===== config.mk =====
export PLATFORM = sky130hd
export DESIGN_NAME = vending_controller_flat
export DESIGN_NICKNAME = d
export VERILOG_FILES = /design/src/rtl/vending_if.sv /design/src/rtl/vending_controller.sv /design/src/flat_wrapper.sv
export SDC_FILE = /design/constraint.sdc
export NUM_CORES = 1
export LEC_CHECK = 0
export ABC_AREA = 1
export CAP_MARGIN = 10
export CORE_MARGIN = 1
export CORE_UTILIZATION = 58
export DETAILED_ROUTE_END_ITERATION = 7
export GPL_ROUTABILITY_DRIVEN = 0
export PLACE_DENSITY = 0.86
export SLEW_MARGIN = 20
export SYNTH_ARGS = -nofsm -noshare
export SYNTH_HDL_FRONTEND = slang
export SYNTH_SLANG_ARGS = --single-unit

===== constraint.sdc =====
create_clock -name clk -period 2.86 [get_ports clk]
set_input_delay 0.572 -clock clk [delete_from_list [all_inputs] [get_ports clk]]
set_output_delay 0.572 -clock clk [all_outputs]
set_load 0.01 [all_outputs]

===== src/rtl/vending_if.sv =====
// vending_if: front-panel / actuator bundle of the vending controller.
//   coin_valid, coin        coin acceptor strobe + denomination code (0=1,1=2,2=5,3=10)
//   coin_reject             one-cycle pulse: last strobed coin returned
//   sel_valid, sel          selection key strobe + item index
//   sel_err                 one-cycle pulse: selection refused
//   cancel, restock         refund request, stock reload
//   out, out_item           dispense pulse and the item being dispensed
//   change_valid/_coin/_ready  change payout handshake
//   credit, sold_out, busy  status
//
// Handshake: change_coin is offered while change_valid=1 and stays stable
// until the rising edge where change_valid && change_ready are both high;
// that edge transfers exactly one coin. Strobes (coin_valid, sel_valid) are
// single-cycle and carry no ready; refusal is reported by coin_reject/sel_err.
interface vending_if #(
    parameter int N_ITEMS = 4,
    parameter int PRICE_W = 8
);
    localparam int SEL_W = (N_ITEMS > 1) ? $clog2(N_ITEMS) : 1;

    logic                coin_valid;
    logic [1:0]          coin;
    logic                coin_reject;
    logic                sel_valid;
    logic [SEL_W-1:0]    sel;
    logic                sel_err;
    logic                cancel;
    logic                restock;
    logic                out;
    logic [SEL_W-1:0]    out_item;
    logic                change_valid;
    logic [1:0]          change_coin;
    logic                change_ready;
    logic [PRICE_W-1:0]  credit;
    logic [N_ITEMS-1:0]  sold_out;
    logic                busy;

    // Controller side
    modport slave (
        input  coin_valid, coin, sel_valid, sel, cancel, restock, change_ready,
        output coin_reject, sel_err, out, out_item, change_valid, change_coin,
               credit, sold_out, busy
    );

    // Front panel / actuator side
    modport master (
        output coin_valid, coin, sel_valid, sel, cancel, restock, change_ready,
        input  coin_reject, sel_err, out, out_item, change_valid, change_coin,
               credit, sold_out, busy
    );
endinterface


===== src/rtl/vending_controller.sv =====
// vending_controller: multi-item vending controller with saturating credit,
// per-item stock, cancel/refund and greedy one-coin-per-handshake change.
// Ports:
//   clk      system clock, rising edge
//   rst      asynchronous active-low reset
//   bus      vending_if.slave (coin, selection, dispense, change, status)
//   state_o  debug view of the FSM state (IDLE=0, CREDIT=1, VEND=2, CHANGE=3)
// All bus outputs come straight from flops.
module vending_controller #(
    parameter int                          N_ITEMS    = 4,
    parameter int                          PRICE_W    = 8,
    parameter logic [N_ITEMS*PRICE_W-1:0]  PRICES     = {8'd20, 8'd15, 8'd10, 8'd5},
    parameter int                          MAX_CREDIT = 100,
    parameter int                          STOCK_W    = 4,
    parameter int                          INIT_STOCK = 15
) (
    input  logic        clk,
    input  logic        rst,
    vending_if.slave    bus,
    output logic [1:0]  state_o
);
    localparam int SEL_W = (N_ITEMS > 1) ? $clog2(N_ITEMS) : 1;
    localparam int CW    = PRICE_W + 1;
    localparam logic [CW-1:0]      MAX_C      = CW'(MAX_CREDIT);
    localparam logic [SEL_W:0]     N_LIMIT    = (SEL_W + 1)'(N_ITEMS);
    localparam logic [STOCK_W-1:0] STOCK_INIT = STOCK_W'(INIT_STOCK);

    typedef enum logic [1:0] {
        S_IDLE   = 2'd0,
        S_CREDIT = 2'd1,
        S_VEND   = 2'd2,
        S_CHANGE = 2'd3
    } state_e;

    function automatic logic [PRICE_W-1:0] coin_value(input logic [1:0] c);
        case (c)
            2'd0:    return PRICE_W'(1);
            2'd1:    return PRICE_W'(2);
            2'd2:    return PRICE_W'(5);
            default: return PRICE_W'(10);
        endcase
    endfunction

    // Largest denomination not exceeding the remaining credit.
    function automatic logic [1:0] greedy_code(input logic [PRICE_W-1:0] c);
        if (c >= PRICE_W'(10))     return 2'd3;
        else if (c >= PRICE_W'(5)) return 2'd2;
        else if (c >= PRICE_W'(2)) return 2'd1;
        else                       return 2'd0;
    endfunction

    state_e               state_q, state_d;
    logic [PRICE_W-1:0]   credit_q, credit_d;
    logic [STOCK_W-1:0]   stock_q [N_ITEMS];
    logic [STOCK_W-1:0]   stock_d [N_ITEMS];
    logic                 out_q, out_d;
    logic [SEL_W-1:0]     out_item_q, out_item_d;
    logic                 coin_reject_q, coin_reject_d;
    logic                 sel_err_q, sel_err_d;
    logic                 change_valid_q, change_valid_d;
    logic [1:0]           change_coin_q, change_coin_d;
    logic [N_ITEMS-1:0]   sold_out_q, sold_out_d;
    logic                 busy_q, busy_d;

    logic [PRICE_W-1:0]   price_a [N_ITEMS];
    logic [PRICE_W-1:0]   sel_price;
    logic [STOCK_W-1:0]   sel_stock;
    logic                 sel_in_range;
    logic [CW-1:0]        coin_sum;

    for (genvar g = 0; g < N_ITEMS; g++) begin : g_price
        assign price_a[g] = PRICES[g*PRICE_W +: PRICE_W];
    end

    // Lookup by comparison so an out-of-range sel never indexes past the arrays.
    always_comb begin
        sel_price = '0;
        sel_stock = '0;
        for (int i = 0; i < N_ITEMS; i++) begin
            if (bus.sel == SEL_W'(i)) begin
                sel_price = price_a[i];
                sel_stock = stock_q[i];
            end
        end
    end

    assign sel_in_range = ({1'b0, bus.sel} < N_LIMIT);
    assign coin_sum     = {1'b0, credit_q} + {1'b0, coin_value(bus.coin)};

    always_comb begin
        state_d       = state_q;
        credit_d      = credit_q;
        stock_d       = stock_q;
        out_item_d    = out_item_q;
        coin_reject_d = 1'b0;
        sel_err_d     = 1'b0;

        case (state_q)
            S_IDLE, S_CREDIT: begin
                if (state_q == S_IDLE && bus.restock) begin
                    for (int i = 0; i < N_ITEMS; i++) stock_d[i] = STOCK_INIT;
                end
                // cancel > sel_valid > coin_valid; cancel only counts with credit
                if (bus.cancel && credit_q != '0) begin
                    state_d       = S_CHANGE;
                    coin_reject_d = bus.coin_valid;
                end else if (bus.sel_valid) begin
                    coin_reject_d = bus.coin_valid;
                    if (sel_in_range && sel_stock != '0 && credit_q >= sel_price) begin
                        credit_d   = credit_q - sel_price;
                        out_item_d = bus.sel;
                        state_d    = S_VEND;
                    end else begin
                        sel_err_d = 1'b1;
                    end
                end else if (bus.coin_valid) begin
                    if (coin_sum <= MAX_C) begin
                        credit_d = coin_sum[PRICE_W-1:0];
                        state_d  = S_CREDIT;
                    end else begin
                        coin_reject_d = 1'b1;
                    end
                end
            end
            S_VEND: begin
                coin_reject_d = bus.coin_valid;
                for (int i = 0; i < N_ITEMS; i++) begin
                    if (out_item_q == SEL_W'(i)) stock_d[i] = stock_q[i] - STOCK_W'(1);
                end
                state_d = (credit_q != '0) ? S_CHANGE : S_IDLE;
            end
            S_CHANGE: begin
                coin_reject_d = bus.coin_valid;
                if (bus.change_ready) begin
                    credit_d = credit_q - coin_value(change_coin_q);
                    if (credit_d == '0) state_d = S_IDLE;
                end
            end
            default: state_d = S_IDLE;
        endcase

        // Outputs are decoded from the next state so they land in flops.
        out_d          = (state_d == S_VEND);
        busy_d         = (state_d == S_VEND) || (state_d == S_CHANGE);
        change_valid_d = (state_d == S_CHANGE);
        change_coin_d  = change_valid_d ? greedy_code(credit_d) : 2'd0;
        for (int i = 0; i < N_ITEMS; i++) sold_out_d[i] = (stock_d[i] == '0);
    end

    always_ff @(posedge clk or negedge rst) begin
        if (!rst) begin
            state_q        <= S_IDLE;
            credit_q       <= '0;
            for (int i = 0; i < N_ITEMS; i++) stock_q[i] <= STOCK_INIT;
            out_q          <= 1'b0;
            out_item_q     <= '0;
            coin_reject_q  <= 1'b0;
            sel_err_q      <= 1'b0;
            change_valid_q <= 1'b0;
            change_coin_q  <= 2'd0;
            sold_out_q     <= '0;
            busy_q         <= 1'b0;
        end else begin
            state_q        <= state_d;
            credit_q       <= credit_d;
            stock_q        <= stock_d;
            out_q          <= out_d;
            out_item_q     <= out_item_d;
            coin_reject_q  <= coin_reject_d;
            sel_err_q      <= sel_err_d;
            change_valid_q <= change_valid_d;
            change_coin_q  <= change_coin_d;
            sold_out_q     <= sold_out_d;
            busy_q         <= busy_d;
        end
    end

    assign bus.coin_reject  = coin_reject_q;
    assign bus.sel_err      = sel_err_q;
    assign bus.out          = out_q;
    assign bus.out_item     = out_item_q;
    assign bus.change_valid = change_valid_q;
    assign bus.change_coin  = change_coin_q;
    assign bus.credit       = credit_q;
    assign bus.sold_out     = sold_out_q;
    assign bus.busy         = busy_q;
    assign state_o          = state_q;
endmodule


===== src/flat_wrapper.sv =====
// flat-port wrapper written by rule: the top's interface ports become plain ports
module vending_controller_flat 
#(
    parameter int                          N_ITEMS    = 4,
    parameter int                          PRICE_W    = 8,
    parameter logic [N_ITEMS*PRICE_W-1:0]  PRICES     = {8'd20, 8'd15, 8'd10, 8'd5},
    parameter int                          MAX_CREDIT = 100,
    parameter int                          STOCK_W    = 4,
    parameter int                          INIT_STOCK = 15
)
  (clk, rst, state_o, bus_coin_valid, bus_coin, bus_sel_valid, bus_sel, bus_cancel, bus_restock, bus_change_ready, bus_coin_reject, bus_sel_err, bus_out, bus_out_item, bus_change_valid, bus_change_coin, bus_credit, bus_sold_out, bus_busy);
  vending_if #(.N_ITEMS(N_ITEMS), .PRICE_W(PRICE_W)) bus_i ();
  input  logic clk;
  input  logic rst;
  output logic [1:0] state_o;
  input wire logic [$bits(bus_i.coin_valid)-1:0] bus_coin_valid;
  input wire logic [$bits(bus_i.coin)-1:0] bus_coin;
  input wire logic [$bits(bus_i.sel_valid)-1:0] bus_sel_valid;
  input wire logic [$bits(bus_i.sel)-1:0] bus_sel;
  input wire logic [$bits(bus_i.cancel)-1:0] bus_cancel;
  input wire logic [$bits(bus_i.restock)-1:0] bus_restock;
  input wire logic [$bits(bus_i.change_ready)-1:0] bus_change_ready;
  output wire logic [$bits(bus_i.coin_reject)-1:0] bus_coin_reject;
  output wire logic [$bits(bus_i.sel_err)-1:0] bus_sel_err;
  output wire logic [$bits(bus_i.out)-1:0] bus_out;
  output wire logic [$bits(bus_i.out_item)-1:0] bus_out_item;
  output wire logic [$bits(bus_i.change_valid)-1:0] bus_change_valid;
  output wire logic [$bits(bus_i.change_coin)-1:0] bus_change_coin;
  output wire logic [$bits(bus_i.credit)-1:0] bus_credit;
  output wire logic [$bits(bus_i.sold_out)-1:0] bus_sold_out;
  output wire logic [$bits(bus_i.busy)-1:0] bus_busy;
  assign bus_i.coin_valid = bus_coin_valid;
  assign bus_i.coin = bus_coin;
  assign bus_i.sel_valid = bus_sel_valid;
  assign bus_i.sel = bus_sel;
  assign bus_i.cancel = bus_cancel;
  assign bus_i.restock = bus_restock;
  assign bus_i.change_ready = bus_change_ready;
  assign bus_coin_reject = bus_i.coin_reject;
  assign bus_sel_err = bus_i.sel_err;
  assign bus_out = bus_i.out;
  assign bus_out_item = bus_i.out_item;
  assign bus_change_valid = bus_i.change_valid;
  assign bus_change_coin = bus_i.change_coin;
  assign bus_credit = bus_i.credit;
  assign bus_sold_out = bus_i.sold_out;
  assign bus_busy = bus_i.busy;
  vending_controller #(.N_ITEMS(N_ITEMS), .PRICE_W(PRICE_W), .PRICES(PRICES), .MAX_CREDIT(MAX_CREDIT), .STOCK_W(STOCK_W), .INIT_STOCK(INIT_STOCK)) u_core (.clk(clk), .rst(rst), .bus(bus_i), .state_o(state_o));
endmodule

==> results_tabular.tex <==
\begin{tabular}{lr}
\hline
Metric & Value \\
\hline
\multicolumn{2}{l}{\textbf{Global route}} \\
\quad Antenna violations before repair & 0 \\
\quad Maximum number of pins on one net before global-route repair & 40 \\
\quad Vias in the first global route & 3,867 \\
\quad Remaining Overflow, GRT & 0 \\
\quad First-pass GRT wire length & 18.6 mm \\
\quad Aggregate global-route resource usage & 0.389 \\
\multicolumn{2}{l}{\textbf{Setup path}} \\
\quad Critical path origin & u\_core.bus.credit[0]\$\_DFF\_PN0\_ \\
\quad Logic depth of the worst register-to-register path & 20 \\
\quad Crit Path Max Fanout & 5 \\
\quad Arr. time, crit path & 3.19 ns \\
\quad Reg-to-reg critical path endpoint & u\_core.bus.change\_coin[0]\$\_DFF\_PN0\_ \\
\quad CP Data Required Time & 3.10 ns \\
\quad Crit. End Element & register \\
\quad Endpoint of the worst setup timing path & u\_core.bus.change\_coin[0]\$\_DFF\_PN0\_ \\
\quad Critical Path Start Type & register \\
\quad Setup Crit Path Kind & register to register \\
\quad Beginning of the worst register-to-register path & u\_core.bus.credit[0]\$\_DFF\_PN0\_ \\
\quad Flop-to-flop setup slack & -0.09 ns \\
\multicolumn{2}{l}{\textbf{Logic synthesis}} \\
\quad Sequential share of the synthesized area & 0.292 \\
\quad Gate count after technology mapping & 487 \\
\quad Number of nets in the synthesized netlist & 522 \\
\quad Flip-flop cell with the highest count after synthesis & sky130\_fd\_sc\_hd\_\_dfrtp\_1 \\
\quad Top cell type's share of synthesized area & 0.169 \\
\quad Most instantiated cells after synthesis & sky130\_fd\_sc\_hd\_\_nand2\_1 (130), sky130\_fd\_sc\_hd\_\_inv\_1 (77), sky130\_fd\_sc\_hd\_\_nor2\_1 (45), sky130\_fd\_sc\_hd\_\_nand3\_1 (43), sky130\_fd\_sc\_hd\_\_dfrtp\_1 (23) \\
\quad Most repeated cell in the gate-level netlist after synthesis & sky130\_fd\_sc\_hd\_\_nand2\_1 \\
\quad Cell type with the highest aggregate area in the netlist & sky130\_fd\_sc\_hd\_\_dfrtp\_1 \\
\quad Post-synthesis async set-or-reset flop share & 1.00 \\
\quad Avg Inst Size Synth & 7.00 µm² \\
\quad Leading cell types by total area after synthesis & sky130\_fd\_sc\_hd\_\_dfrtp\_1 (17\%), sky130\_fd\_sc\_hd\_\_nand2\_1 (14\%), sky130\_fd\_sc\_hd\_\_dfstp\_2 (12\%) \\
\quad Flip-flop and latch count after synthesis & 39 \\
\quad Synthesized area & 3410 µm² \\
\quad Yosys Warn Count & 0 \\
\quad Number of flops mapped to enable cells by yosys & 0 \\
\quad Netlist cell types & 38 \\
\multicolumn{2}{l}{\textbf{Clock tree}} \\
\quad CTS tree & yes \\
\quad TritonCTS buffer count & 5 \\
\quad Clock insertion delay at the later pin of the skew report & 0.31 ns \\
\quad Clock Pin Slew Worst Setup and Hold Paths & 0.09 ns \\
\quad Maximum number of buffers from clock root to sink & 2 \\
\quad Total number of H-tree levels & 2 \\
\quad Clock root buffer & sky130\_fd\_sc\_hd\_\_clkbuf\_8 \\
\quad Sinks on Clock Net & 39 \\
\multicolumn{2}{l}{\textbf{Timing}} \\
\quad Final worst setup slack & -0.0928 ns \\
\quad Worst hold slack & 0.377 ns \\
\quad Min Clock Period, post-route & 2.95 ns \\
\quad Setup repair after global routing missed its margin & true \\
\quad Final number of max-transition violations & 0 \\
\quad Final setup skew & 0.00801 ns \\
\quad Finish-stage setup viols & 3 \\
\quad Slew HR & 0.403 \\
\quad Ratio of final minimum period to clock period & 1.03 \\
\quad Final setup TNS & -0.200 ns \\
\quad Tightest Pin Transition & 0.895 ns \\
\quad Final hold viol count & 0 \\
\quad Upper clock frequency limit & 339 MHz \\
\multicolumn{2}{l}{\textbf{Routing}} \\
\quad Post-route antenna net violation count & 0 \\
\quad Post-route DRC & 21 \\
\quad Number of iterations in the first detailed-routing pass & 8 \\
\quad Average wire per cell in the routed design & 20.1 µm \\
\quad Wire length reported by the detailed router & 13.4 mm \\
\quad Via count & 4,253 \\
\quad Drt first-iter violations & 686 \\
\quad Via density per instance & 6.41 \\
\multicolumn{2}{l}{\textbf{Floorplan}} \\
\quad Core Footprint & 5570 µm² \\
\quad Area enclosed by the die boundary & 6190 µm² \\
\quad Count of pins on the block boundary & 34 \\
\quad Vertical die dimension & 78.7 µm \\
\quad Effective utilization at floorplan & 0.612 \\
\quad Die outline width & 78.7 µm \\
\quad Cell row count & 27 \\
\multicolumn{2}{l}{\textbf{Power}} \\
\quad Static leakage & 2.43 nW \\
\quad Power density of the placed cells & 931 nW/µm² \\
\quad Peak supply drop & 0.645 mV \\
\multicolumn{2}{l}{\textbf{Outcome}} \\
\quad Violations in the final reports & design-rule violations, negative setup slack \\
\quad Run status & finished with violations \\
\multicolumn{2}{l}{\textbf{Min path}} \\
\quad Class of the tightest hold or removal check & input pin to asynchronous set/reset pin \\
\multicolumn{2}{l}{\textbf{Final layout}} \\
\quad Share of post-route cells with drive strength above 1 & 0.350 \\
\quad Fraction of the core area covered by cells at the end of the flow & 0.854 \\
\quad Area growth from synthesis to final layout & 39.6\% \\
\quad Net count of the finished layout & 625 \\
\quad Final non-filler cell total & 663 \\
\quad Antenna diode count & 0 \\
\quad Cell area after layout & 4760 µm² \\
\multicolumn{2}{l}{\textbf{Placed design}} \\
\quad Placed cell count & 631 \\
\quad DP HPWL & 7.26 mm \\
\quad Count of port buffers added during placement & 33 \\
\quad Area post-placement & 4130 µm² \\
\multicolumn{2}{l}{\textbf{Flow run}} \\
\quad Maxcap violations & 0 \\
\hline
\end{tabular}
[cells in the final DEF, fill, tap and decap left out, types with 2 or more instances in the layout]
cell / Yosys / layout
sky130_fd_sc_hd__o21a_1: 2 / 2
sky130_fd_sc_hd__nand3_4: 3 / 5
sky130_fd_sc_hd__nand2_1: 130 / 113
sky130_fd_sc_hd__nand3_2: 5 / 11
sky130_fd_sc_hd__o21ai_2: 0 / 2
sky130_fd_sc_hd__xor2_1: 10 / 9
sky130_fd_sc_hd__xnor2_1: 5 / 4
sky130_fd_sc_hd__inv_1: 77 / 68
sky130_fd_sc_hd__o21ai_0: 15 / 13
sky130_fd_sc_hd__nor4_1: 5 / 5
sky130_fd_sc_hd__nor3_1: 3 / 3
sky130_fd_sc_hd__inv_2: 5 / 10
sky130_fd_sc_hd__clkbuf_8: 0 / 5
sky130_fd_sc_hd__a21oi_2: 0 / 4
sky130_fd_sc_hd__and2_1: 3 / 3
sky130_fd_sc_hd__clkdlybuf4s50_1: 0 / 28
sky130_fd_sc_hd__a31oi_2: 0 / 2
sky130_fd_sc_hd__a21oi_1: 15 / 11
sky130_fd_sc_hd__buf_6: 2 / 6
sky130_fd_sc_hd__ha_1: 21 / 11
sky130_fd_sc_hd__nor2_2: 0 / 9
sky130_fd_sc_hd__nand4_1: 11 / 11
sky130_fd_sc_hd__dfstp_2: 16 / 16
sky130_fd_sc_hd__dfrtp_1: 23 / 20
sky130_fd_sc_hd__buf_4: 3 / 68
sky130_fd_sc_hd__nand2_4: 4 / 6
sky130_fd_sc_hd__or2_2: 2 / 2
sky130_fd_sc_hd__ha_4: 0 / 10
sky130_fd_sc_hd__o211ai_1: 2 / 2
sky130_fd_sc_hd__fa_2: 0 / 2
sky130_fd_sc_hd__inv_4: 0 / 3
sky130_fd_sc_hd__inv_6: 0 / 2
sky130_fd_sc_hd__nand3_1: 43 / 36
sky130_fd_sc_hd__nand2_2: 14 / 29
sky130_fd_sc_hd__a21oi_4: 3 / 3
sky130_fd_sc_hd__dfrtp_2: 0 / 3
sky130_fd_sc_hd__nor2_1: 45 / 36
sky130_fd_sc_hd__o21ai_1: 2 / 2
[worst min path at each step]
stage	from	to	cells after the start
after global routing	rst	u_core.bus.sold_out[1]$_DFF_PN0_	1
final	rst	u_core.bus.sold_out[1]$_DFF_PN0_	1
after detailed placement	u_core.stock_q[4]$_DFF_PN1_	u_core.stock_q[4]$_DFF_PN1_	2
after floorplan	rst	u_core.bus.busy$_DFF_PN0_	0
after global placement	u_core.stock_q[0]$_DFF_PN1_	u_core.stock_q[0]$_DFF_PN1_	2
after CTS	rst	u_core.bus.out$_DFF_PN0_	1
[sequential cells by signal, indices dropped and copies added (netlist names)]
signal,flops
u_core.bus.out,1
u_core.bus.busy,1
u_core.stock_q,16
u_core.bus.out_item,2
u_core.bus.change_coin,2
u_core.bus.sel_err,1
u_core.bus.coin_reject,1
u_core.bus.change_valid,1
u_core.bus.credit,8
u_core.bus.sold_out,4
u_core.state_o,2
[through the flow]
step	power [mW]	worst slack [ns]
finish	4.43	-0.0928
global route	4.59	-0.172
CTS	3.76	0.00138
detailed placement	2.96	-0.668
global placement	2.88	-0.521
floorplan	2.07	0.0785
[layer usage]
metal  vias up  share of wire  track usage
met2       413           0.45        0.644
met5         -              0            0
met3       150           0.13       0.0767
li1       1756              -            -
met1      1934           0.34        0.466
met4         0          0.083        0.230
[cell families after synthesis]
group	Yosys count	synth area share
buf+inv	92	0.109
flops	39	0.292
compound gates	45	0.0826
xor+xnor	15	0.0385
fa+ha+maj	24	0.0947
simple gates	272	0.383
[layout make-up]
cell class | instances | area (µm²)
Clock inverter | 3 | 46.3
Inverter | 82 | 320
Clock buffer | 5 | 68.8
Multi-Input combinational cell | 357 | 2360
Sequential cell | 39 | 1000
Timing Repair Buffer | 105 | 877
Tap cell | 72 | 90.1
Fill cell | 271 | 816
[where the power goes]
group / internal (mW) / switching, mW / leakage [nW] / total (mW)
logic: 1.36 / 1.77 / 1.95 / 3.13
registers: 0.632 / 0.170 / 0.426 / 0.803
clock network: 0.263 / 0.234 / 0.0548 / 0.497
total: 2.26 / 2.17 / 2.43 / 4.43
[worst max-delay path, cell delays in order (launching register included)]
cell	delay (ns)
sky130_fd_sc_hd__dfrtp_2	0.47
sky130_fd_sc_hd__ha_4	0.17
sky130_fd_sc_hd__inv_2	0.05
sky130_fd_sc_hd__fa_2	0.38
sky130_fd_sc_hd__inv_2	0.12
sky130_fd_sc_hd__nand3_4	0.09
sky130_fd_sc_hd__nand2_4	0.09
sky130_fd_sc_hd__nand3_1	0.09
sky130_fd_sc_hd__nand2_1	0.13
sky130_fd_sc_hd__inv_2	0.06
sky130_fd_sc_hd__nand3_4	0.11
sky130_fd_sc_hd__nand3_4	0.13
sky130_fd_sc_hd__nand2_1	0.11
sky130_fd_sc_hd__nand3_1	0.10
sky130_fd_sc_hd__nand2_1	0.10
sky130_fd_sc_hd__nand2_1	0.11
sky130_fd_sc_hd__a21oi_4	0.17
sky130_fd_sc_hd__nand2_2	0.08
sky130_fd_sc_hd__nand2_1	0.09
sky130_fd_sc_hd__nand2_2	0.07
sky130_fd_sc_hd__a21oi_2	0.14
[repair_timing]
action / in CTS / in global routing
hold buffers: 0 / 0
pin swaps: 30 / 38
endpoints found under the setup margin: 12 / 6
buffers inserted: 9 / 14
gates resized for setup: 45 / 58
cloned: 1 / 0
Note: power is estimated with default switching activity, not from simulation.
